[src/rtl/branch_predict_resolve_pkg.sv]
// ============================================================================
// Package   : bju_pkg
// Purpose   : Shared constants, FSM type and counter helper for branch_predict_resolve.
// Revision  : 1.0 - initial release
// ============================================================================
`default_nettype none

package bju_pkg;

    localparam logic [2:0] F3_BEQ  = 3'b000;
    localparam logic [2:0] F3_BNE  = 3'b001;
    localparam logic [2:0] F3_BLT  = 3'b100;
    localparam logic [2:0] F3_BGE  = 3'b101;
    localparam logic [2:0] F3_BLTU = 3'b110;
    localparam logic [2:0] F3_BGEU = 3'b111;

    localparam logic [1:0] SNT = 2'b00;
    localparam logic [1:0] WNT = 2'b01;
    localparam logic [1:0] WT  = 2'b10;
    localparam logic [1:0] ST  = 2'b11;

    typedef enum logic [0:0] {
        IDLE     = 1'b0,
        FLUSHING = 1'b1
    } bju_state_e;

    function automatic logic [1:0] bht_next(input logic [1:0] cnt, input logic taken);
        if (taken) begin
            return (cnt == ST) ? ST : cnt + 2'd1;
        end
        return (cnt == SNT) ? SNT : cnt - 2'd1;
    endfunction

endpackage

`default_nettype wire

[src/rtl/branch_predict_resolve_if.sv]
// ============================================================================
// Interface : branch_predict_resolve_if
// Purpose   : IF/EX pipeline connection of the branch resolution unit.
//             BJU_PERF_CNT_EN adds the performance counter outputs.
// Revision  : 1.0 - initial release
// ============================================================================
`default_nettype none

interface branch_predict_resolve_if #(
    parameter int XLEN = 32
);
    logic [XLEN-1:0] if_pc_i;
    logic            if_pred_taken_o;
    logic            ex_valid_i;
    logic [XLEN-1:0] ex_pc_i;
    logic [XLEN-1:0] ex_branch_target_i;
    logic [XLEN-1:0] ex_jump_target_i;
    logic [2:0]      ex_function3_i;
    logic            ex_branch_i;
    logic            ex_jump_i;
    logic            ex_zero_i;
    logic            ex_sign_bit_i;
    logic            ex_sltu_bit_i;
    logic            ex_pred_taken_i;
    logic            stall_i;
    logic            redirect_o;
    logic [XLEN-1:0] redirect_pc_o;
    logic            flush_o;
`ifdef BJU_PERF_CNT_EN
    logic [31:0]     perf_branches_o;
    logic [31:0]     perf_mispredicts_o;

    modport master (
        output if_pc_i, ex_valid_i, ex_pc_i, ex_branch_target_i, ex_jump_target_i,
               ex_function3_i, ex_branch_i, ex_jump_i, ex_zero_i, ex_sign_bit_i,
               ex_sltu_bit_i, ex_pred_taken_i, stall_i,
        input  if_pred_taken_o, redirect_o, redirect_pc_o, flush_o,
               perf_branches_o, perf_mispredicts_o
    );
    modport slave (
        input  if_pc_i, ex_valid_i, ex_pc_i, ex_branch_target_i, ex_jump_target_i,
               ex_function3_i, ex_branch_i, ex_jump_i, ex_zero_i, ex_sign_bit_i,
               ex_sltu_bit_i, ex_pred_taken_i, stall_i,
        output if_pred_taken_o, redirect_o, redirect_pc_o, flush_o,
               perf_branches_o, perf_mispredicts_o
    );
`else
    modport master (
        output if_pc_i, ex_valid_i, ex_pc_i, ex_branch_target_i, ex_jump_target_i,
               ex_function3_i, ex_branch_i, ex_jump_i, ex_zero_i, ex_sign_bit_i,
               ex_sltu_bit_i, ex_pred_taken_i, stall_i,
        input  if_pred_taken_o, redirect_o, redirect_pc_o, flush_o
    );
    modport slave (
        input  if_pc_i, ex_valid_i, ex_pc_i, ex_branch_target_i, ex_jump_target_i,
               ex_function3_i, ex_branch_i, ex_jump_i, ex_zero_i, ex_sign_bit_i,
               ex_sltu_bit_i, ex_pred_taken_i, stall_i,
        output if_pred_taken_o, redirect_o, redirect_pc_o, flush_o
    );
`endif
endinterface

`default_nettype wire

[src/rtl/branch_predict_resolve_bht_2bit.sv]
// ============================================================================
// Module    : bht_2bit
// Purpose   : Untagged array of 2-bit saturating counters, async read, sync update.
// Revision  : 1.0 - initial release
// ============================================================================
`default_nettype none

module bht_2bit
    import bju_pkg::*;
#(
    parameter int BHT_ENTRIES = 64
) (
    input  wire logic                           clk,
    input  wire logic                           rst_n,
    input  wire logic [$clog2(BHT_ENTRIES)-1:0] rd_idx_i,
    output logic      [1:0]                     rd_cnt_o,
    input  wire logic                           wr_en_i,
    input  wire logic [$clog2(BHT_ENTRIES)-1:0] wr_idx_i,
    input  wire logic                           wr_taken_i
);

    logic [1:0] cnt_q [BHT_ENTRIES];

    always_ff @(posedge clk or negedge rst_n) begin
        if (!rst_n) begin
            for (int i = 0; i < BHT_ENTRIES; i++) begin
                cnt_q[i] <= WNT;
            end
        end else if (wr_en_i) begin
            cnt_q[wr_idx_i] <= bht_next(cnt_q[wr_idx_i], wr_taken_i);
        end
    end

    // Read sees the pre-update value when it collides with a write.
    assign rd_cnt_o = cnt_q[rd_idx_i];

endmodule

`default_nettype wire

[src/rtl/branch_predict_resolve.sv]
// ============================================================================
// Module    : branch_predict_resolve
// Purpose   : EX-stage branch/jump resolution with bimodal BHT, redirect and flush.
//             Optional macro BJU_PERF_CNT_EN adds branch/mispredict counters.
// Revision  : 1.0 - initial release
// ============================================================================
`default_nettype none

module branch_predict_resolve
    import bju_pkg::*;
#(
    parameter int XLEN         = 32,
    parameter int BHT_ENTRIES  = 64,
    parameter int FLUSH_CYCLES = 2
) (
    input  wire logic               clk,
    input  wire logic               rst_n,
    branch_predict_resolve_if.slave bus
);

    localparam int IDX_W = $clog2(BHT_ENTRIES);
    localparam int CNT_W = $clog2(FLUSH_CYCLES + 1);

    bju_state_e       state_q;
    logic [CNT_W-1:0] cnt_q;
    logic             redirect_q;
    logic [XLEN-1:0]  redirect_pc_q;
    logic             flush_q;

    logic             w_cond;
    logic             w_legal;
    logic             w_taken;
    logic             w_accept;
    logic             w_is_br;
    logic             w_mispred;
    logic             w_need;
    logic [XLEN-1:0]  w_target;
    logic [1:0]       w_rd_cnt;

    always_comb begin
        w_cond  = 1'b0;
        w_legal = 1'b1;
        case (bus.ex_function3_i)
            F3_BEQ:  w_cond = bus.ex_zero_i;
            F3_BNE:  w_cond = ~bus.ex_zero_i;
            F3_BLT:  w_cond = bus.ex_sign_bit_i;
            F3_BGE:  w_cond = ~bus.ex_sign_bit_i;
            F3_BLTU: w_cond = bus.ex_sltu_bit_i;
            F3_BGEU: w_cond = ~bus.ex_sltu_bit_i;
            default: w_legal = 1'b0;
        endcase
    end

    // A set jump bit overrides the branch bit, so "branch" means branch-only.
    assign w_is_br   = bus.ex_branch_i & ~bus.ex_jump_i;
    assign w_taken   = bus.ex_jump_i | (bus.ex_branch_i & w_legal & w_cond);
    assign w_accept  = bus.ex_valid_i & ~bus.stall_i & (state_q == IDLE);
    assign w_mispred = w_is_br & (w_taken != bus.ex_pred_taken_i);
    assign w_need    = w_accept & (bus.ex_jump_i | w_mispred);

    always_comb begin
        w_target = bus.ex_pc_i + XLEN'(4);
        if (bus.ex_jump_i) begin
            w_target = {bus.ex_jump_target_i[XLEN-1:1], 1'b0};
        end else if (w_taken) begin
            w_target = bus.ex_branch_target_i;
        end
    end

    bht_2bit #(
        .BHT_ENTRIES (BHT_ENTRIES)
    ) u_bht (
        .clk        (clk),
        .rst_n      (rst_n),
        .rd_idx_i   (bus.if_pc_i[IDX_W+1:2]),
        .rd_cnt_o   (w_rd_cnt),
        .wr_en_i    (w_accept & w_is_br & w_legal),
        .wr_idx_i   (bus.ex_pc_i[IDX_W+1:2]),
        .wr_taken_i (w_taken)
    );

    always_ff @(posedge clk or negedge rst_n) begin
        if (!rst_n) begin
            state_q       <= IDLE;
            cnt_q         <= '0;
            redirect_q    <= 1'b0;
            redirect_pc_q <= '0;
            flush_q       <= 1'b0;
        end else if (!bus.stall_i) begin
            case (state_q)
                IDLE: begin
                    if (w_need) begin
                        state_q       <= FLUSHING;
                        cnt_q         <= CNT_W'(FLUSH_CYCLES);
                        redirect_q    <= 1'b1;
                        redirect_pc_q <= w_target;
                        flush_q       <= 1'b1;
                    end else begin
                        redirect_q <= 1'b0;
                        flush_q    <= 1'b0;
                    end
                end
                FLUSHING: begin
                    redirect_q <= 1'b0;
                    if (cnt_q == CNT_W'(1)) begin
                        state_q <= IDLE;
                        cnt_q   <= '0;
                        flush_q <= 1'b0;
                    end else begin
                        cnt_q <= cnt_q - CNT_W'(1);
                    end
                end
                default: state_q <= IDLE;
            endcase
        end
    end

    assign bus.if_pred_taken_o = w_rd_cnt[1];
    assign bus.redirect_o      = redirect_q;
    assign bus.redirect_pc_o   = redirect_pc_q;
    assign bus.flush_o         = flush_q;

`ifdef BJU_PERF_CNT_EN
    logic [31:0] perf_br_q;
    logic [31:0] perf_mp_q;

    always_ff @(posedge clk or negedge rst_n) begin
        if (!rst_n) begin
            perf_br_q <= '0;
            perf_mp_q <= '0;
        end else begin
            if (w_accept && w_is_br && (perf_br_q != '1)) begin
                perf_br_q <= perf_br_q + 32'd1;
            end
            if (w_accept && w_mispred && (perf_mp_q != '1)) begin
                perf_mp_q <= perf_mp_q + 32'd1;
            end
        end
    end

    assign bus.perf_branches_o    = perf_br_q;
    assign bus.perf_mispredicts_o = perf_mp_q;
`endif

endmodule

`default_nettype wire
[src/flat_wrapper.sv]
// flat-port wrapper written by rule: the top's interface ports become plain ports
module branch_predict_resolve_flat import bju_pkg::*;
#(
    parameter int XLEN         = 32,
    parameter int BHT_ENTRIES  = 64,
    parameter int FLUSH_CYCLES = 2
)
  (clk, rst_n, bus_if_pc_i, bus_ex_valid_i, bus_ex_pc_i, bus_ex_branch_target_i, bus_ex_jump_target_i, bus_ex_function3_i, bus_ex_branch_i, bus_ex_jump_i, bus_ex_zero_i, bus_ex_sign_bit_i, bus_ex_sltu_bit_i, bus_ex_pred_taken_i, bus_stall_i, bus_if_pred_taken_o, bus_redirect_o, bus_redirect_pc_o, bus_flush_o);
  branch_predict_resolve_if #(.XLEN(XLEN)) bus_i ();
  input  wire logic clk;
  input  wire logic rst_n;
  input wire logic [$bits(bus_i.if_pc_i)-1:0] bus_if_pc_i;
  input wire logic [$bits(bus_i.ex_valid_i)-1:0] bus_ex_valid_i;
  input wire logic [$bits(bus_i.ex_pc_i)-1:0] bus_ex_pc_i;
  input wire logic [$bits(bus_i.ex_branch_target_i)-1:0] bus_ex_branch_target_i;
  input wire logic [$bits(bus_i.ex_jump_target_i)-1:0] bus_ex_jump_target_i;
  input wire logic [$bits(bus_i.ex_function3_i)-1:0] bus_ex_function3_i;
  input wire logic [$bits(bus_i.ex_branch_i)-1:0] bus_ex_branch_i;
  input wire logic [$bits(bus_i.ex_jump_i)-1:0] bus_ex_jump_i;
  input wire logic [$bits(bus_i.ex_zero_i)-1:0] bus_ex_zero_i;
  input wire logic [$bits(bus_i.ex_sign_bit_i)-1:0] bus_ex_sign_bit_i;
  input wire logic [$bits(bus_i.ex_sltu_bit_i)-1:0] bus_ex_sltu_bit_i;
  input wire logic [$bits(bus_i.ex_pred_taken_i)-1:0] bus_ex_pred_taken_i;
  input wire logic [$bits(bus_i.stall_i)-1:0] bus_stall_i;
  output wire logic [$bits(bus_i.if_pred_taken_o)-1:0] bus_if_pred_taken_o;
  output wire logic [$bits(bus_i.redirect_o)-1:0] bus_redirect_o;
  output wire logic [$bits(bus_i.redirect_pc_o)-1:0] bus_redirect_pc_o;
  output wire logic [$bits(bus_i.flush_o)-1:0] bus_flush_o;
  assign bus_i.if_pc_i = bus_if_pc_i;
  assign bus_i.ex_valid_i = bus_ex_valid_i;
  assign bus_i.ex_pc_i = bus_ex_pc_i;
  assign bus_i.ex_branch_target_i = bus_ex_branch_target_i;
  assign bus_i.ex_jump_target_i = bus_ex_jump_target_i;
  assign bus_i.ex_function3_i = bus_ex_function3_i;
  assign bus_i.ex_branch_i = bus_ex_branch_i;
  assign bus_i.ex_jump_i = bus_ex_jump_i;
  assign bus_i.ex_zero_i = bus_ex_zero_i;
  assign bus_i.ex_sign_bit_i = bus_ex_sign_bit_i;
  assign bus_i.ex_sltu_bit_i = bus_ex_sltu_bit_i;
  assign bus_i.ex_pred_taken_i = bus_ex_pred_taken_i;
  assign bus_i.stall_i = bus_stall_i;
  assign bus_if_pred_taken_o = bus_i.if_pred_taken_o;
  assign bus_redirect_o = bus_i.redirect_o;
  assign bus_redirect_pc_o = bus_i.redirect_pc_o;
  assign bus_flush_o = bus_i.flush_o;
  branch_predict_resolve #(.XLEN(XLEN), .BHT_ENTRIES(BHT_ENTRIES), .FLUSH_CYCLES(FLUSH_CYCLES)) u_core (.clk(clk), .rst_n(rst_n), .bus(bus_i));
endmodule
[config.mk]
export PLATFORM = sky130hd
export DESIGN_NAME = branch_predict_resolve_flat
export DESIGN_NICKNAME = d
export VERILOG_FILES = /design/src/rtl/branch_predict_resolve_pkg.sv /design/src/rtl/branch_predict_resolve_if.sv /design/src/rtl/branch_predict_resolve_bht_2bit.sv /design/src/rtl/branch_predict_resolve.sv /design/src/flat_wrapper.sv
export SDC_FILE = /design/constraint.sdc
export NUM_CORES = 1
export LEC_CHECK = 0
export CORE_AREA = 2 2 159 161
export DETAILED_ROUTE_END_ITERATION = 10
export DIE_AREA = 0 0 161 163
export GPL_ROUTABILITY_DRIVEN = 0
export SYNTH_ARGS = -nofsm -noshare
export SYNTH_HDL_FRONTEND = slang
export SYNTH_SLANG_ARGS = --single-unit
export TNS_END_PERCENT = 20
[constraint.sdc]
create_clock -name clk -period 4.02 [get_ports clk]
set_input_delay 0.402 -clock clk [delete_from_list [all_inputs] [get_ports clk]]
set_output_delay 0.402 -clock clk [all_outputs]
set_load 0.02 [all_outputs]
==> out/qor.txt <==
Final hold vios = 0
WP depth = 6
Worst hold path class = primary input to async pin
Commonest cells after routing, fill and taps aside = 159 x mux2_2, 144 x clkdlybuf4s50_1, 101 x dfrtp_1, 74 x nor2_1, 68 x nand2_1
Core Area = 24670 µm²
Initial antenna violation count = 0
Post-Route WL = 28.02 mm
Dpl ws = 227.2 ps
Drt pass-1 iters = 6
Most used cell, CP = mux4_2
Clock transition at path regs = 70 ps
Layout cells sized above 1 = 34.01%
Crit path max fanout = 16
Crit path largest cell delay = 550 ps
Diodes inserted = 0
Crit-path leading delay family = multiplexers
Post-route setup slack = 380.2 ps
Fill cells = 2262
Gr usage total = 21.56%
Post-CTS Setup Bufs = 0
I/O Buffers = 148
Wire per inst = 21.21 µm
Relative slew slack = 35.76%
CTS tree = done
RSZ-0062 raised after global routing = false
Crit. End Element = output port
Fmax = 0.2747 GHz
# Max-Cap Violations = 0
Worst Setup Path Type = primary input to output port
WP data arrival = 3240 ps
Final ANT Viol Nets = 0
# setup viols final = 0
Final setup TNS = 0 ps
Total gr overflow = 0
Post-CTS Hold Buffers = 0
R2R Path Start = u_core.u_bht.cnt_q[1]
Die ar. = 26240 µm²
Max VDD drop = 0.0002744 V
CP Buf/Inv Count = 3
Ports = 176
Final worst path period share = 90.54%
Chip height = 163 µm
Cell count after synthesis = 832
Layout area overhead = 25.29%
Number of synthesized register bits = 165
Termination of the worst setup path = bus_if_pred_taken_o
Starting Density = 39.08%
Warnings, synthesis = 0
Vias in the first global route = 7200
Slew at the pin closest to its max-slew limit = 963.5 ps
R2R cell count = 6
Hold_ws = 68.56 ps
Outcome = completed
Largest net degree at the start of global routing = 101
WP data required = 3620 ps
Post-cts sizing count = 0
Worst Skew = 10.01 ps
PD cells = 412.1 nW/µm²
Critical path origin = bus_if_pc_i[2]
Type of origin of the critical path = primary input
DR vias = 7276
Residual DRC count = 0
Nets = 1121
Most common cell after layout, fill and taps aside = mux2_2
Post-synthesis sequential area ratio = 43.65%
Vias/cell = 5.508
H-tree level count = 4
Worst-Skew Late Latency = 430 ps
Design Power = 4979 µW
Chip Width = 161 µm
Mean post-synth cell area = 11.59 µm²
Netlist cell types = 60
Detailed Route Iter0 Violations = 561
Flop2flop setup slack = 1090 ps
Crit-path slowest cell = clkdlybuf4s50_1
EDFF count, synth = 0
Half-perimeter wire length after placement = 19.73 mm
R2r endpoint = u_core.u_bht.cnt_q[21]
Syn Nets = 975
CTS root buffer = clkbuf_16
Clk buf depth = 2
Static leakage = 0.005074 µW
FP Rows = 58
Global-route wire length before repair = 43.57 mm
Clock buffer count from CTS = 17
Mapped Area = 9643 µm²
Post-synth top flop = dfrtp_1
Final worst path period need = 3640 ps
Final Max Tran Viols = 0
CP Cell Sequence = clkdlybuf4s50_1 -> buf_12 -> mux4_2 -> mux4_2 -> mux4_2 -> clkdlybuf4s50_1
Clk sinks = 165
Post-synth ARST share = 100.0%
[state kept, by name, indices dropped and copies added (netlist names)]
name / count
u_core.bus.flush_o: 1
u_core.bus.redirect_pc_o: 32
u_core.state_q: 1
u_core.u_bht.cnt_q: 128
u_core.bus.redirect_o: 1
u_core.cnt_q: 2
[stage by stage]
| stage | cell area [µm²] | utilization (%) | std cells |
|---|---|---|---|
| global route | 12080 | 48.97 | 1321 |
| finish | 12080 | 48.97 | 1321 |
| floorplan | 9643 | - | 832 |
| global placement | 11500 | 46.59 | 1289 |
| detailed placement | 11500 | 46.59 | 1289 |
| CTS | 12080 | 48.97 | 1321 |
[synth_stat cells, drive strengths merged, types with 3 or more instances]
cell	number	share of area, %
nand3b	5	0.39
xnor2	11	1.0
nand2b	4	0.26
nand2	69	2.7
dfrtp	101	26
nand4	4	0.26
dfstp	64	17
and2	4	0.26
mux4	32	7.5
clkbuf	25	0.97
mux2	160	19
a2bb2oi	8	0.73
nor3	5	0.26
nor2	75	2.9
inv	11	0.43
nor4	6	0.45
o22a	3	0.27
and3	11	0.71
a21oi	9	0.47
or3	3	0.19
mux2i	36	3.7
xor2	19	1.7
nor2b	10	0.65
and4	3	0.27
a22oi	3	0.23
a211o	8	0.73
o21ai	32	1.7
a221oi	12	1.1
buf	31	2.5
o2bb2ai	3	0.27
nand3	16	0.83
a31oi	3	0.19
a211oi	14	1.1
o22ai	6	0.39
[power by group]
part           leakage [µW]  switching, µW  internal, µW
sequential          0.00200            108          1880
clock              0.000277            774           883
combinational       0.00280            670           662
total               0.00507           1550          3430
[cell type report]
cell class              instances  area [µm²]  area share, %
clock buffers                  17       425.4          3.521
inverters                      11       41.29         0.3418
flip-flops and latches        165        4209          34.84
repair buffers                183        1768          14.63
well taps                     330       412.9          3.418
clock inverters                15       160.2          1.326
multi-input cells             600        5065          41.92
[worst register-to-register path, cell delays in order, from the launching register on]
cell and delay [ps]:
dfrtp_1 400, mux4_2 480, a221oi_1 300, nor2_1 110, or4_4 500, maj3_4 610, mux2_2 410
[metal layers]
| metal | vias to the layer above | part of all wire, % | global-route usage, % |
|---|---|---|---|
| li1 | 3359 | - | - |
| met1 | 3663 | 45 | 30.03 |
| met2 | 211 | 48 | 34.84 |
| met3 | 43 | 4.6 | 3.667 |
| met4 | 0 | 2.0 | 6.006 |
| met5 | - | 0 | 0 |
[kinds of logic after synthesis]
group / after synthesis / share of synthesized area [%]
multiplexers: 228 / 29.89
AO/OA/AOI/OAI: 113 / 8.226
XOR/XNOR: 30 / 2.725
flip-flops: 165 / 43.65
adder cells (fa/ha/maj): 4 / 0.5450
buffers and inverters: 67 / 3.880
AND/OR/NAND/NOR: 225 / 11.08
[worst min-delay path by stage]
stage	slack [ps]	end	cells after the start
floorplan	110	u_core.bus.flush_o	0
detailed placement	470	u_core.bus.redirect_o	1
finish	70	u_core.u_bht.cnt_q[37]	1
global placement	460	u_core.bus.redirect_o	1
global route	160	u_core.u_bht.cnt_q[39]	1
CTS	120	u_core.u_bht.cnt_q[37]	1
Note: power is estimated with default switching activity, not from simulation.
